==> config.mk <==
export PLATFORM = sky130hd
export DESIGN_NAME = mux_stream_arbiter
export DESIGN_NICKNAME = d
export VERILOG_FILES = /design/src/rtl/mux_stream_arbiter.sv
export SDC_FILE = /design/constraint.sdc
export NUM_CORES = 1
export LEC_CHECK = 0
export CAP_MARGIN = 30
export CORE_AREA = 2 2 39 41
export DETAILED_ROUTE_END_ITERATION = 7
export DIE_AREA = 0 0 41 43
export GPL_ROUTABILITY_DRIVEN = 0
export HOLD_SLACK_MARGIN = 0.08
export PLACE_DENSITY = 0.72
export SYNTH_ARGS = -nofsm -noshare
export SYNTH_HDL_FRONTEND = slang
export SYNTH_SLANG_ARGS = --single-unit
==> constraint.sdc <==
create_clock -name clk -period 3.1 [get_ports clk]
set_input_delay 0.62 -clock clk [delete_from_list [all_inputs] [get_ports clk]]
set_output_delay 0.62 -clock clk [all_outputs]
set_load 0.1 [all_outputs]
==> src/rtl/mux_stream_arbiter.sv <==
// Purpose : round-robin merge of CHANNELS valid/ready streams into one registered output word.
// Latency : 1 cycle from an input transfer to out_valid with that word; one word per cycle sustained.
// Backpr. : when out_valid is held without out_ready, every in_ready is low and priority is frozen.
//
// Ports:
//   clk, rst                 clock and synchronous active-high reset
//   in_data/in_valid         CHANNELS packed input words (channel i at [i*WIDTH +: WIDTH]) and valids
//   in_ready                 one-hot (or zero) ready back to the granted channel
//   out_data/out_chan        registered word and the channel it came from
//   out_valid/out_ready      output handshake
module mux_stream_arbiter #(
    parameter int WIDTH    = 1,
    parameter int SIZE     = 2,
    parameter int CHANNELS = 2**SIZE
) (
    input  logic                      clk,
    input  logic                      rst,
    input  logic [CHANNELS*WIDTH-1:0] in_data,
    input  logic [CHANNELS-1:0]       in_valid,
    output logic [CHANNELS-1:0]       in_ready,
    output logic [WIDTH-1:0]          out_data,
    output logic [SIZE-1:0]           out_chan,
    output logic                      out_valid,
    input  logic                      out_ready
);

    logic [SIZE-1:0]     r_ptr;
    logic                r_out_valid;
    logic [WIDTH-1:0]    r_out_data;
    logic [SIZE-1:0]     r_out_chan;

    logic                w_load_en;
    logic                w_found;
    logic [SIZE-1:0]     w_gnt_idx;
    logic [SIZE-1:0]     w_idx;
    logic                w_take;
    logic [CHANNELS-1:0] w_in_ready;

    // The output register can accept a new word when empty or draining this cycle.
    assign w_load_en = !r_out_valid || out_ready;

    // Search starts at r_ptr; SIZE-bit addition wraps naturally because CHANNELS == 2**SIZE.
    always_comb begin
        w_found   = 1'b0;
        w_gnt_idx = '0;
        w_idx     = '0;
        for (int k = 0; k < CHANNELS; k++) begin
            w_idx = r_ptr + SIZE'(k);
            if (!w_found && in_valid[w_idx]) begin
                w_found   = 1'b1;
                w_gnt_idx = w_idx;
            end
        end
    end

    // Reset masks the grant so no transfer is reported while the state is being cleared.
    assign w_take = w_found && w_load_en && !rst;

    always_comb begin
        w_in_ready = '0;
        if (w_take) begin
            w_in_ready[w_gnt_idx] = 1'b1;
        end
    end

    always_ff @(posedge clk) begin
        if (rst) begin
            r_ptr       <= '0;
            r_out_valid <= 1'b0;
            r_out_data  <= '0;
            r_out_chan  <= '0;
        end else if (w_take) begin
            // Load (possibly replacing a word draining on this same edge).
            r_out_data  <= in_data[w_gnt_idx*WIDTH +: WIDTH];
            r_out_chan  <= w_gnt_idx;
            r_out_valid <= 1'b1;
            r_ptr       <= w_gnt_idx + SIZE'(1);
        end else if (out_ready) begin
            // Drain without refill; data and channel keep their last value.
            r_out_valid <= 1'b0;
        end
    end

    assign in_ready  = w_in_ready;
    assign out_data  = r_out_data;
    assign out_chan  = r_out_chan;
    assign out_valid = r_out_valid;

endmodule

# After elaboration in Yosys (flattened, before gate mapping)
# Cells that the tools add are included.
dict set report totals {
  register_bits 6
  inputBits 11
  wordCells 49
}
dict set report classes {
  add_sub_neg 4
  order_cmp 6
  n_shift 1
  n_mux 21
  n_reduce_logical 13
}
# cell n
set op_table {}
lappend op_table {{less-than comparator 2 x 3 -> 1 bit (second input constant)} 5}
lappend op_table {{two-way mux 1 bit} 11}
lappend op_table {{binary-select mux 1 bit (select 2 bit)} 4}
lappend op_table {{two-way mux 2 bit} 4}
lappend op_table {{logical AND 1 bit} 6}
lappend op_table {{logical NOT 1 bit} 5}
lappend op_table {{adder 2 x 1 -> 2 bit (second input constant)} 2}
lappend op_table {{adder 2 bit (second input constant)} 2}
lappend op_table {{two-way mux 4 bit} 1}
lappend op_table {{variable part select 4 x 3 -> 1 bit} 1}
lappend op_table {{demux 1 bit (select 2 bit)} 1}
lappend op_table {{greater-or-equal comparator 2 x 1 -> 1 bit (second input constant)} 1}
lappend op_table {{nonzero test 2 bit} 1}
lappend op_table {{logical OR 1 bit} 1}

# Depth between registers and ports, before layout
dict set report logic_depth {
  depth_word 17
  depth_mapped 5
  depth_no_buf 5
}

# Worst setup path after synthesis
# No wires, ideal clock.
dict set report synth_timing {
  path_type {flip-flop to output port}
  startpoint {reg r_out_valid, in the netlist out_valid}
  endpoint {out in_ready[1]}
  arrival_ns 2.734
  slack_ns -0.254
  path_stages_with_launch 5
  n_path_buf 0
  path_cell_list {dfxtp_1 nand2b_1 nor3b_2 nand2_1 nor2_1}
}
dict set report synth_via {
  elab_chain_len 5
}
# element line
set synth_rtl {}
lappend synth_rtl {{from (decl)} 28} ;# logic r_out_valid;
lappend synth_rtl {{from (signal assigned)} 69} ;# r_out_valid <= 1'b0;
lappend synth_rtl {{from (signal assigned)} 76} ;# r_out_valid <= 1'b1;
lappend synth_rtl {{from (signal assigned)} 80} ;# r_out_valid <= 1'b0;
lappend synth_rtl {{logical NOT 1 bit} 40} ;# assign w_load_en = !r_out_valid || out_ready;
lappend synth_rtl {{logical OR 1 bit} 40}
lappend synth_rtl {{logical AND 1 bit (2 in a row)} 57} ;# assign w_take = w_found && w_load_en && !rst;
lappend synth_rtl {{two-way mux 4 bit} 61} ;# if (w_take) begin
lappend synth_rtl {{to (decl)} 20} ;# output logic [CHANNELS-1:0] in_ready,
# No other way between the ends.

# Worst setup path after layout
dict set report layout_timing {
  startpoint {in in_valid[0]}
  endpoint {out in_ready[3]}
}
dict set report layout_via {
  elab_chain_len 17
}
# element line
set layout_rtl {}
lappend layout_rtl {{from (decl)} 19} ;# input logic [CHANNELS-1:0] in_valid,
lappend layout_rtl {{binary-select mux 1 bit (select 2 bit)} 49} ;# if (!w_found && in_valid[w_idx]) begin
lappend layout_rtl {{two-way mux 1 bit (implied by the code)} 49}
lappend layout_rtl {{two-way mux 1 bit} 49}
lappend layout_rtl {{logical NOT 1 bit} 49}
lappend layout_rtl {{logical AND 1 bit} 49}
lappend layout_rtl {{two-way mux 1 bit} 49}
lappend layout_rtl {{logical NOT 1 bit} 49}
lappend layout_rtl {{logical AND 1 bit} 49}
lappend layout_rtl {{two-way mux 1 bit} 49}
lappend layout_rtl {{logical NOT 1 bit} 49}
lappend layout_rtl {{logical AND 1 bit} 49}
lappend layout_rtl {{two-way mux 2 bit} 49}
lappend layout_rtl {{less-than comparator 2 x 3 -> 1 bit (implied by the code) or greater-or-equal comparator 2 x 1 -> 1 bit (tied branches)} 62} ;# w_in_ready[w_gnt_idx] = 1'b1;
lappend layout_rtl {{logical AND 1 bit (implied by the code)} 62}
lappend layout_rtl {{two-way mux 1 bit (implied by the code)} 62}
lappend layout_rtl {{demux 1 bit (select 2 bit)} 62}
lappend layout_rtl {{two-way mux 4 bit *} 61}
# Every way passes the cells marked *; elsewhere a longest branch is shown, timed or not. The select of a mux whose other input is x is not followed.

==> flow_summary.json <==
{
  "status": "complete, no violations",
  "diodes": 0,
  "fp.dieH_um": 43,
  "hold_viol_final": 0,
  "cp_max_fo": 4,
  "boundaryPins": 19,
  "mostFrequentLayoutCells": "10 x clkdlybuf4s50_1, 8 x nor2_1, 7 x buf_4, 6 x dfxtp_1, 5 x inv_1",
  "async_reset_ff_frac": 0,
  "final_area_um2": 688,
  "path_class": "input port to output port",
  "setup_viol": 0,
  "synth-seq-cells": 6,
  "vias_per_cell": 4.91,
  "cts.repair.resized": 0,
  "ys_warn_count": 0,
  "critPathTopFamily": "simple AND/OR/NAND/NOR gates",
  "first_global_vias": 405,
  "synth-edff-count": 0,
  "vias": 437,
  "powerDensity_nw_per_um2": 507,
  "fin_crit_ps": 2950,
  "cts_tree": "done",
  "h-tree-depth": 1,
  "cts.hold.buffers_added": 0,
  "tightest_slew_ps": 415,
  "path_clk_slew_ps": 40,
  "io_buffers": 18,
  "finalPower_w": 0.000349,
  "worstHoldEndpoint": "out_chan[0]$_SDFFE_PP0P_",
  "core-area_um2": 1380,
  "drive_gt1_frac": 0.288,
  "crit_path_end_kind": "output port",
  "ys_seq_area_frac": 0.288,
  "area_growth_pct": 65.2,
  "postRouteAntennaNets": 0,
  "startpoint_type": "input port",
  "antenna_found_initial": 0,
  "rr_endpoint": "out_data$_SDFFE_PP0P_",
  "syn_area_per_cell_um2": 8.33,
  "start_util": 0.301,
  "worst_path_max_delay_cell": "clkdlybuf4s50_1",
  "drv_cap": 0,
  "drt-initial-drc-count": 8,
  "rrSetupSlack_ps": 1540,
  "critical_path_required_ps": 2480,
  "dpl_cell_area_um2": 666,
  "syn-cell-area_um2": 417,
  "synthXorXnorAreaFrac": 0.0210,
  "post-cts-setup-buffers": 0,
  "post-route-period-util": 0.951,
  "final_common_cell": "clkdlybuf4s50_1",
  "min_from": "out_chan[0]$_SDFFE_PP0P_",
  "synth_compound_area_frac": 0.255,
  "detail_route.first_pass.iterations": 4,
  "cts_buffers": 3,
  "relSlewSlack": 0.721,
  "min_delay_path_depth": 2,
  "ys.flop_type": "dfxtp_1",
  "die_w_um": 41,
  "die_area_um2": 1760,
  "grt_overflow": 0,
  "muxShareOfSynthArea": 0.0480,
  "grt_usage": 0.131,
  "wl_per_cell_um": 10.2,
  "rr_worst_depth": 5,
  "cts_sinks": 6,
  "synth-adder-area-share": 0,
  "crit_buf_inv": 2,
  "p_leak_nw": 0.286,
  "yosysUniqueCellTypes": 26,
  "final_nets": 86,
  "syn_inst": 50,
  "clk_latency_ps": 240,
  "max_stage_delay_ps": 460,
  "synth_top_family_by_area": "simple AND/OR/NAND/NOR gates",
  "cts.path.max_buffers": 2,
  "grt_max_degree": 8,
  "syn_nets": 61,
  "cp.arrival_ps": 2330,
  "slew_violations": 0,
  "crit_chain": "clkdlybuf4s50_1, nor2b_1, or3_1, a22oi_2, nand2_1, nor2_1, buf_12",
  "r2r-start": "r_ptr[0]$_SDFFE_PP0P_",
  "drt_wl_total_um": 907,
  "dpl.hpwl_um": 789,
  "worst_clock_skew_ps": 3.10,
  "yosys.area_share.simple": 0.333,
  "cts_root_buf": "clkbuf_4",
  "hold_path.class": "flop to flop",
  "rsz0062_at_grt": "false",
  "rows": 14,
  "drc": 0,
  "ir_drop_v": 0.000300,
  "fmax_ghz": 0.339,
  "grt_pass1_wl_um": 1590
}
[synthesized netlist by cell type (2+ instances only)]
| library cell | count | area (um^2) |
|---|---|---|
| inv_1 | 5 | 18.8 |
| o31ai_1 | 2 | 15.0 |
| nand2b_1 | 4 | 25.0 |
| nor2_1 | 8 | 30.0 |
| dfxtp_1 | 6 | 120 |
| nor2b_1 | 2 | 12.5 |
| mux2i_1 | 2 | 20.0 |
| a21oi_1 | 2 | 10.0 |
| nand2_1 | 2 | 7.51 |
[cells by family (layout without fill, tap and decap cells)]
| kind of cell | count (synthesis) | in the layout |
|---|---|---|
| buffers and inverters | 6 | 29 |
| and+or+nand+nor | 24 | 24 |
| xor gates and xnor gates | 1 | 1 |
| DFF | 6 | 6 |
| muxes | 2 | 2 |
| AOI/OAI and AO/OA | 11 | 11 |
[where the power goes]
part / switching (W) / internal [W] / leakage [nW]
sequential: 0.00000786 / 0.0000872 / 0.0499
clock: 0.0000271 / 0.0000437 / 0.0138
combinational: 0.000117 / 0.0000664 / 0.222
total: 0.000152 / 0.000197 / 0.286
[worst max path at each step]
stage                                      start          end  slack (ps)  depth (start not counted)
after floorplan           out_valid$_SDFFE_PP0P_  in_ready[1]        -250                          4
after global placement               in_valid[0]  in_ready[3]         140                          7
after detailed placement             in_valid[0]  in_ready[3]         150                          7
after CTS                            in_valid[0]  in_ready[3]         140                          7
after global routing                 in_valid[0]  in_ready[3]          10                          7
final                                in_valid[0]  in_ready[3]         150                          7
[state kept, by name, summed over array words and instances, names as in the netlist]
name,flops
out_chan,2
r_ptr,2
out_data,1
out_valid,1
[layer usage]
layer | vias up | track usage | share of wire
li1 | 224 | - | -
met3 | 2 | 0.0314 | 0.061
met4 | 0 | 0.0600 | 0.011
met5 | - | 0 | 0
met1 | 194 | 0.155 | 0.39
met2 | 17 | 0.209 | 0.53
[cell type report]
class	count	area, um^2
Fill cell	142	696
Multi-Input combinational cell	38	274
Sequential cell	6	120
Clock buffer	3	22.5
Inverter	5	18.8
Timing Repair Buffer	21	233
Tap cell	16	20.0
[worst register-to-register path, stage by stage (launching register included)]
cell and delay, ps:
dfxtp_1 370, nor2b_1 90, or4_4 520, and3_1 190
o211ai_2 140, o311ai_2 110
[through the flow]
| step | utilization | setup TNS (ps) | hold slack, ps | setup WS [ps] | std cells |
|---|---|---|---|---|---|
| finish | 0.497 | 0 | 469 | 151 | 89 |
| detailed placement | 0.481 | 0 | 462 | 152 | 86 |
| floorplan | - | -1010 | 494 | -254 | 50 |
| global route | 0.497 | 0 | 520 | 12.7 | 89 |
| global placement | 0.481 | 0 | 459 | 145 | 86 |
| CTS | 0.497 | 0 | 474 | 142 | 89 |
Power figures use the tool's default switching activity.
